<file path="config.mk">
export PLATFORM = sky130hd
export DESIGN_NAME = mesh_fabric_buffered
export DESIGN_NICKNAME = d
export VERILOG_FILES = /design/src/rtl/mesh_fabric_buffered.sv
export SDC_FILE = /design/constraint.sdc
export NUM_CORES = 1
export LEC_CHECK = 0
export CORE_AREA = 2 2 663 665
export CTS_BUF_LIST = sky130_fd_sc_hd__clkbuf_4 sky130_fd_sc_hd__clkbuf_8 sky130_fd_sc_hd__clkbuf_16
export DETAILED_ROUTE_END_ITERATION = 12
export DIE_AREA = 0 0 665 667
export GPL_ROUTABILITY_DRIVEN = 0
export SETUP_SLACK_MARGIN = 0.15
export SLEW_MARGIN = 15
export SYNTH_ARGS = -nofsm -noshare
export SYNTH_HDL_FRONTEND = slang
export SYNTH_SLANG_ARGS = --single-unit
</file>
<file path="constraint.sdc">
create_clock -name clk -period 4.6 [get_ports clk]
set_clock_uncertainty 0.15 [all_clocks]
set_input_delay 0.92 -clock clk [delete_from_list [all_inputs] [get_ports clk]]
set_output_delay 0.92 -clock clk [all_outputs]
set_load 0.1 [all_outputs]
</file>
<file path="src/rtl/mesh_fabric_buffered.sv">
// mesh_fabric_buffered: 2D mesh with one FIFO per directed neighbour link; define MESH_BYPASS_EN for empty-FIFO cut-through
package satswarmv2_pkg;
  typedef enum logic [1:0] {MSG_DATA, MSG_REQ, MSG_RESP, MSG_STATUS} msg_type_t;
  typedef struct packed {
    msg_type_t   msg_type;
    logic [7:0]  src;
    logic [7:0]  dst;
    logic [31:0] payload;
  } noc_packet_t;
endpackage

module mesh_fabric_buffered
  import satswarmv2_pkg::*;
#(
  parameter int GRID_X = 2,
  parameter int GRID_Y = 2,
  parameter int FIFO_DEPTH = 4,
  parameter int LVL_W = $clog2(FIFO_DEPTH + 1)
) (
  input  logic             clk,
  input  logic             rst_n,
  input  noc_packet_t      core_tx       [GRID_Y][GRID_X][4],
  input  logic             core_tx_valid [GRID_Y][GRID_X][4],
  output logic             core_tx_ready [GRID_Y][GRID_X][4],
  output noc_packet_t      core_rx       [GRID_Y][GRID_X][4],
  output logic             core_rx_valid [GRID_Y][GRID_X][4],
  input  logic             core_rx_ready [GRID_Y][GRID_X][4],
  output logic [LVL_W-1:0] link_level    [GRID_Y][GRID_X][4]
);
  localparam int AW = $clog2(FIFO_DEPTH);
  localparam noc_packet_t EDGE_PKT = '{MSG_STATUS, 8'h0, 8'h0, 32'h0};
  logic link_rdy [GRID_Y][GRID_X][4];
  for (genvar y = 0; y < GRID_Y; y++) begin : g_y
    for (genvar x = 0; x < GRID_X; x++) begin : g_x
      for (genvar p = 0; p < 4; p++) begin : g_p
        // the neighbour port is both this rx port's source and this tx port's sink
        localparam int NY = p == 3 ? y + 1 : p == 2 ? y - 1 : y;
        localparam int NX = p == 1 ? x - 1 : p == 0 ? x + 1 : x;
        localparam int NP = p == 3 ? 2 : p == 2 ? 3 : p == 1 ? 0 : 1;
        localparam bit HAS = NY >= 0 && NY < GRID_Y && NX >= 0 && NX < GRID_X;
        if (HAS) begin : g_link
          noc_packet_t mem [FIFO_DEPTH];
          noc_packet_t tx;
          logic [AW-1:0] wp, rp;
          logic [LVL_W-1:0] cnt;
          logic tx_v, rx_r, empty, byp, push, pop;
          assign tx = core_tx[NY][NX][NP];
          assign tx_v = core_tx_valid[NY][NX][NP];
          assign rx_r = core_rx_ready[y][x][p];
          assign empty = cnt == '0;
`ifdef MESH_BYPASS_EN
          assign byp = rst_n && empty && rx_r && tx_v;
`else
          assign byp = 1'b0;
`endif
          assign link_rdy[y][x][p] = rst_n && cnt < LVL_W'(FIFO_DEPTH);
          assign push = tx_v && link_rdy[y][x][p] && !byp;
          assign pop = rst_n && !empty && rx_r;
          assign core_rx_valid[y][x][p] = rst_n && (!empty || byp);
          assign core_rx[y][x][p] = !rst_n ? '0 : byp ? tx : !empty ? mem[rp] : '0;
          assign link_level[y][x][p] = rst_n ? cnt : '0;
          always_ff @(posedge clk) begin
            if (!rst_n) begin
              wp <= '0;
              rp <= '0;
              cnt <= '0;
            end else begin
              if (push) wp <= wp + AW'(1);
              if (pop) rp <= rp + AW'(1);
              cnt <= cnt + LVL_W'(push) - LVL_W'(pop);
            end
          end
          always_ff @(posedge clk) begin
            if (push) mem[wp] <= tx;
          end
          assign core_tx_ready[y][x][p] = link_rdy[NY][NX][NP];
        end else begin : g_edge
          assign link_rdy[y][x][p] = 1'b0;
          assign core_rx_valid[y][x][p] = 1'b0;
          assign core_rx[y][x][p] = EDGE_PKT;
          assign link_level[y][x][p] = '0;
          assign core_tx_ready[y][x][p] = 1'b0;
        end
      end
    end
  end
endmodule

</file>
### Word-level counts from Yosys, hierarchy flattened

Memory sizes are Yosys's and may differ from the RTL's. A register that Yosys moved wholly into a read port is not among the register bits.
Cells that the tools add are included.

* add/subtract/negate cells: 32
* $lt $le $gt $ge: 8
* muxes and demuxes: 56
* reductions and logical operators: 48

Operators with widths (number)
* $mux W50: 16
* $add A2 B1 Y2 const B: 16
* $logic_and A1 B1 Y1: 32
* $mux W2: 16
* $add A3 B1 Y3: 8
* $logic_not A3 Y1: 8
* $lt A3 B3 Y1 const B: 8
* $mux W3: 8
* $sub A3 B1 Y3: 8
* $mux W1: 16
* $logic_not A1 Y1: 8

* register bits after elaboration: 56
* RAM bits: 1600
* input port bits: 834
* output and inout port bits: 880
* logic and storage cells: 176
* memories: 8

Memory list
* g_y[0].g_x[0].g_p[0].g_link.mem: depth 4, bits a word 50, read ports 1, clocked after memory_dff 1, write ports 1, line 42 `noc_packet_t mem [FIFO_DEPTH];`
* g_y[0].g_x[0].g_p[3].g_link.mem: depth 4, bits a word 50, read ports 1, clocked after memory_dff 1, write ports 1, line 42
* g_y[0].g_x[1].g_p[1].g_link.mem: depth 4, bits a word 50, read ports 1, clocked after memory_dff 1, write ports 1, line 42
* g_y[0].g_x[1].g_p[3].g_link.mem: depth 4, bits a word 50, read ports 1, clocked after memory_dff 1, write ports 1, line 42
* g_y[1].g_x[0].g_p[0].g_link.mem: depth 4, bits a word 50, read ports 1, clocked after memory_dff 1, write ports 1, line 42
* g_y[1].g_x[0].g_p[2].g_link.mem: depth 4, bits a word 50, read ports 1, clocked after memory_dff 1, write ports 1, line 42
* 2 more memories

### Longest topological paths before layout

* depth after elaboration: 6
* depth in mapped cells: 11
* gate-level depth less buffers: 9

### Least setup slack after synthesis

OpenSTA, ideal clock, no wires.

* path kind: input to output
* start point: input rst_n
* end point: output core_rx[640] (netlist name)
* data arrival time: 3149 ps
* required time: 3530 ps
* setup slack: 381 ps
* cell stages on the path: 4
* buffers on the path: 2
* path through: buf_2 -> o31a_1 -> clkbuf_1 -> and2_1

RTL lines
* start: declaration: line 21 `input logic rst_n,`
* end: declaration: line 25 `output noc_packet_t core_rx [GRID_Y][GRID_X][4],`

==> results.toml <==
[die]
core_area_um2 = 437000
top_level_ports = 1714
die_h_um = 667
start_util_pct = 15.6
die-area_um2 = 444000
die_w_um = 665
rows = 243

[sta]
period_needed_ns = 4.17
setup_violations = 0
fin_crit_sh_pct = 90.7
max_freq_ghz = 0.240
final_hold_viol_count = 0
rsz0062_at_grt = "no"
worstMarginPinSlew_ns = 0.903
fin_setup_tns_ns = 0
maxSlewHeadroom_pct = 39.8
slew_viol_final = 0

[detailed_routing]
initialDrtViolationCount = 2292
drt-wirelength-per-cell_um = 20.5
final_antenna_net_count = 0
finalWirelength_um = 212000
dr.pass1.iters = 6
drc_errors = 0
vias_per_cell = 3.30
vias = 34100

[flow_run]
maxCapViolCount = 0

[clock_network]
root_buffer = "clkbuf_16"
clk_pin_slew_ns = 0.06
clockBufferDepth = 4
cts_setup_buffers = 0
cts.htree.levels = 4
cts-resized-gates = 1
cts_hold_buf = 0
cts_tree = "done"
numCtsBuffers = 175
clock_latency_ns = 0.88
clkSinkCount = 1672

[finish]
layout_common_cells = "edfxtp_1 (1600), conb_1 (440), clkdlybuf4s50_1 (416)"
fin_nets = 5270
drive_gt1_share_pct = 28.2
area_growth_syn_to_layout_pct = 31.1
final_common_cell = "edfxtp_1"
finalNonFillerCells = 10300

[synthesis]
netlist_area_um2 = 68200
synth_cells = 3446
ys_seq_area_share_pct = 72.6
yosys_warnings = 0
ys_ff_latch = 1672
ys_types = 25
syn_area_per_cell_um2 = 19.8

[global_route]
antenna_found_initial = 114
grtUsageTotal_pct = 9.09
grt_max_degree = 104
grt_pass1_vias = 34900
overflow = 0
grt_pass1_wl_um = 284000

[power]
p_per_area_nw_per_um2 = 575
ir_drop_mv = 0.547
leakagePower_nw = 29.9
power_w = 0.0514

[min_path]
hp-class = "flop to flop"

[worst_setup_path]
arrival_ns = 3.10
required_ns = 3.53
critPathCaptureType = "primary output"
path_max_fanout = 24
crit_slowest_cell = "mux4_2"
worstPathCellList = "buf_12 > mux4_2 > and3_1 > buf_4"
critPathMaxStageDelay_ns = 0.62
cp_top_family = "multiplexers"
critPathKind = "flop to primary output"
setup.worst_path.start_class = "flop"
crit_buf_inv = 2

[status]
status = "completed"

[placed_design]
post-place-cells = 9960
port_buffers = 857
dp_hpwl_um = 154000
-- worst paths after layout --
| check | startpoint | end | slack [ns] | cells after the start |
|---|---|---|---|---|
| hold reg to reg | g_y[0].g_x[0].g_p[0].g_link.wp[1] | g_y[0].g_x[0].g_p[0].g_link.wp[1] | 0.37 | 2 |
| hold / removal | g_y[0].g_x[0].g_p[0].g_link.wp[1] | g_y[0].g_x[0].g_p[0].g_link.wp[1] | 0.37 | 2 |
| setup reg to reg | g_y[1].g_x[0].g_p[2].g_link.cnt[2] | g_y[1].g_x[0].g_p[2].g_link.cnt[2] | 1.55 | 9 |
| setup / recovery | flop | core_rx[290] | 0.43 | 4 |
-- synth_stat cells --
cell type / n / area, µm²
buf_12: 25 / 500
fa_1: 8 / 160
o31a_1: 2 / 17.5
inv_1: 50 / 188
or3_1: 6 / 37.5
o311ai_0: 8 / 70.1
conb_1: 2 / 7.51
clkbuf_1: 89 / 334
nor2b_1: 12 / 75.1
buf_2: 50 / 250
xor2_1: 4 / 35.0
dfxtp_1: 72 / 1440
and3_1: 306 / 1910
buf_4: 443 / 3330
o31ai_1: 8 / 60.1
xnor2_1: 36 / 315
buf_6: 21 / 236
ha_1: 48 / 601
and3b_1: 8 / 70.1
o21ai_0: 8 / 40.0
edfxtp_1: 1600 / 48000
buf_1: 8 / 30.0
and2_1: 210 / 1310
nand2_1: 22 / 82.6
mux4_2: 400 / 9010
-- worst reg2reg max path: cells and delay by family, from the launching register on --
kind	cells	cell delay (ns)
xor+xnor	1	0.14
fa+ha+maj	3	0.88
flops	1	0.30
simple gates	3	1.27
buf+inv	2	0.22
-- stage by stage --
stage	util (%)	setup WS (ns)	hold WS (ns)	cell area (µm²)
after global routing	20.5	0.287	0.330	89400
after global placement	19.1	0.901	0.359	83400
after detailed placement	19.1	0.894	0.350	83400
final	20.5	0.427	0.367	89400
after floorplan	-	0.381	0.319	69800
after CTS	20.4	0.271	0.304	89200
-- flip-flops by register name (all words and copies together), names as in the netlist, named ones only --
register,count
g_y.g_x.g_p.g_link.mem,1600
g_y.g_x.g_p.g_link.rp,16
g_y.g_x.g_p.g_link.cnt,24
g_y.g_x.g_p.g_link.wp,16
-- layout make-up --
cell class	count	area, µm²
Inverter	50	188
Clock buffer	204	4640
Fill cell	45700	347000
Tap cell	5757	7200
Timing Repair Buffer	955	11000
Antenna cell	62	155
Clock inverter	114	1150
Multi-Input combinational cell	1526	15500
Sequential cell	1672	49500
-- power breakdown --
part	leakage, nW	internal (W)	switching, W
clock network	2.83	0.00810	0.00621
registers	15.1	0.0175	0.000764
logic	11.9	0.00558	0.0132
total	29.9	0.0312	0.0202
-- per-layer routing --
metal / track usage [%] / up-vias / part of all wire [%]
met5: 0 / - / 0.15
met4: 5.48 / 48 / 5.7
met3: 2.47 / 430 / 6.2
met2: 17.1 / 1314 / 55
met1: 8.80 / 17700 / 33
li1: - / 14600 / -
-- kinds of logic (layout without fill, tap and decap cells) --
| family | Yosys count | after routing | share of synthesized area (%) |
|---|---|---|---|
| multiplexers | 400 | 400 | 13.2 |
| XOR/XNOR | 40 | 40 | 0.514 |
| other | 2 | 502 | 0.0110 |
| AO/OA/AOI/OAI | 26 | 26 | 0.275 |
| flip-flops | 1672 | 1672 | 72.6 |
| buffers and inverters | 686 | 1323 | 7.14 |
| AND/OR/NAND/NOR | 564 | 564 | 5.13 |
| adder cells (fa/ha/maj) | 56 | 56 | 1.12 |
(Power assumes the default switching activity.)
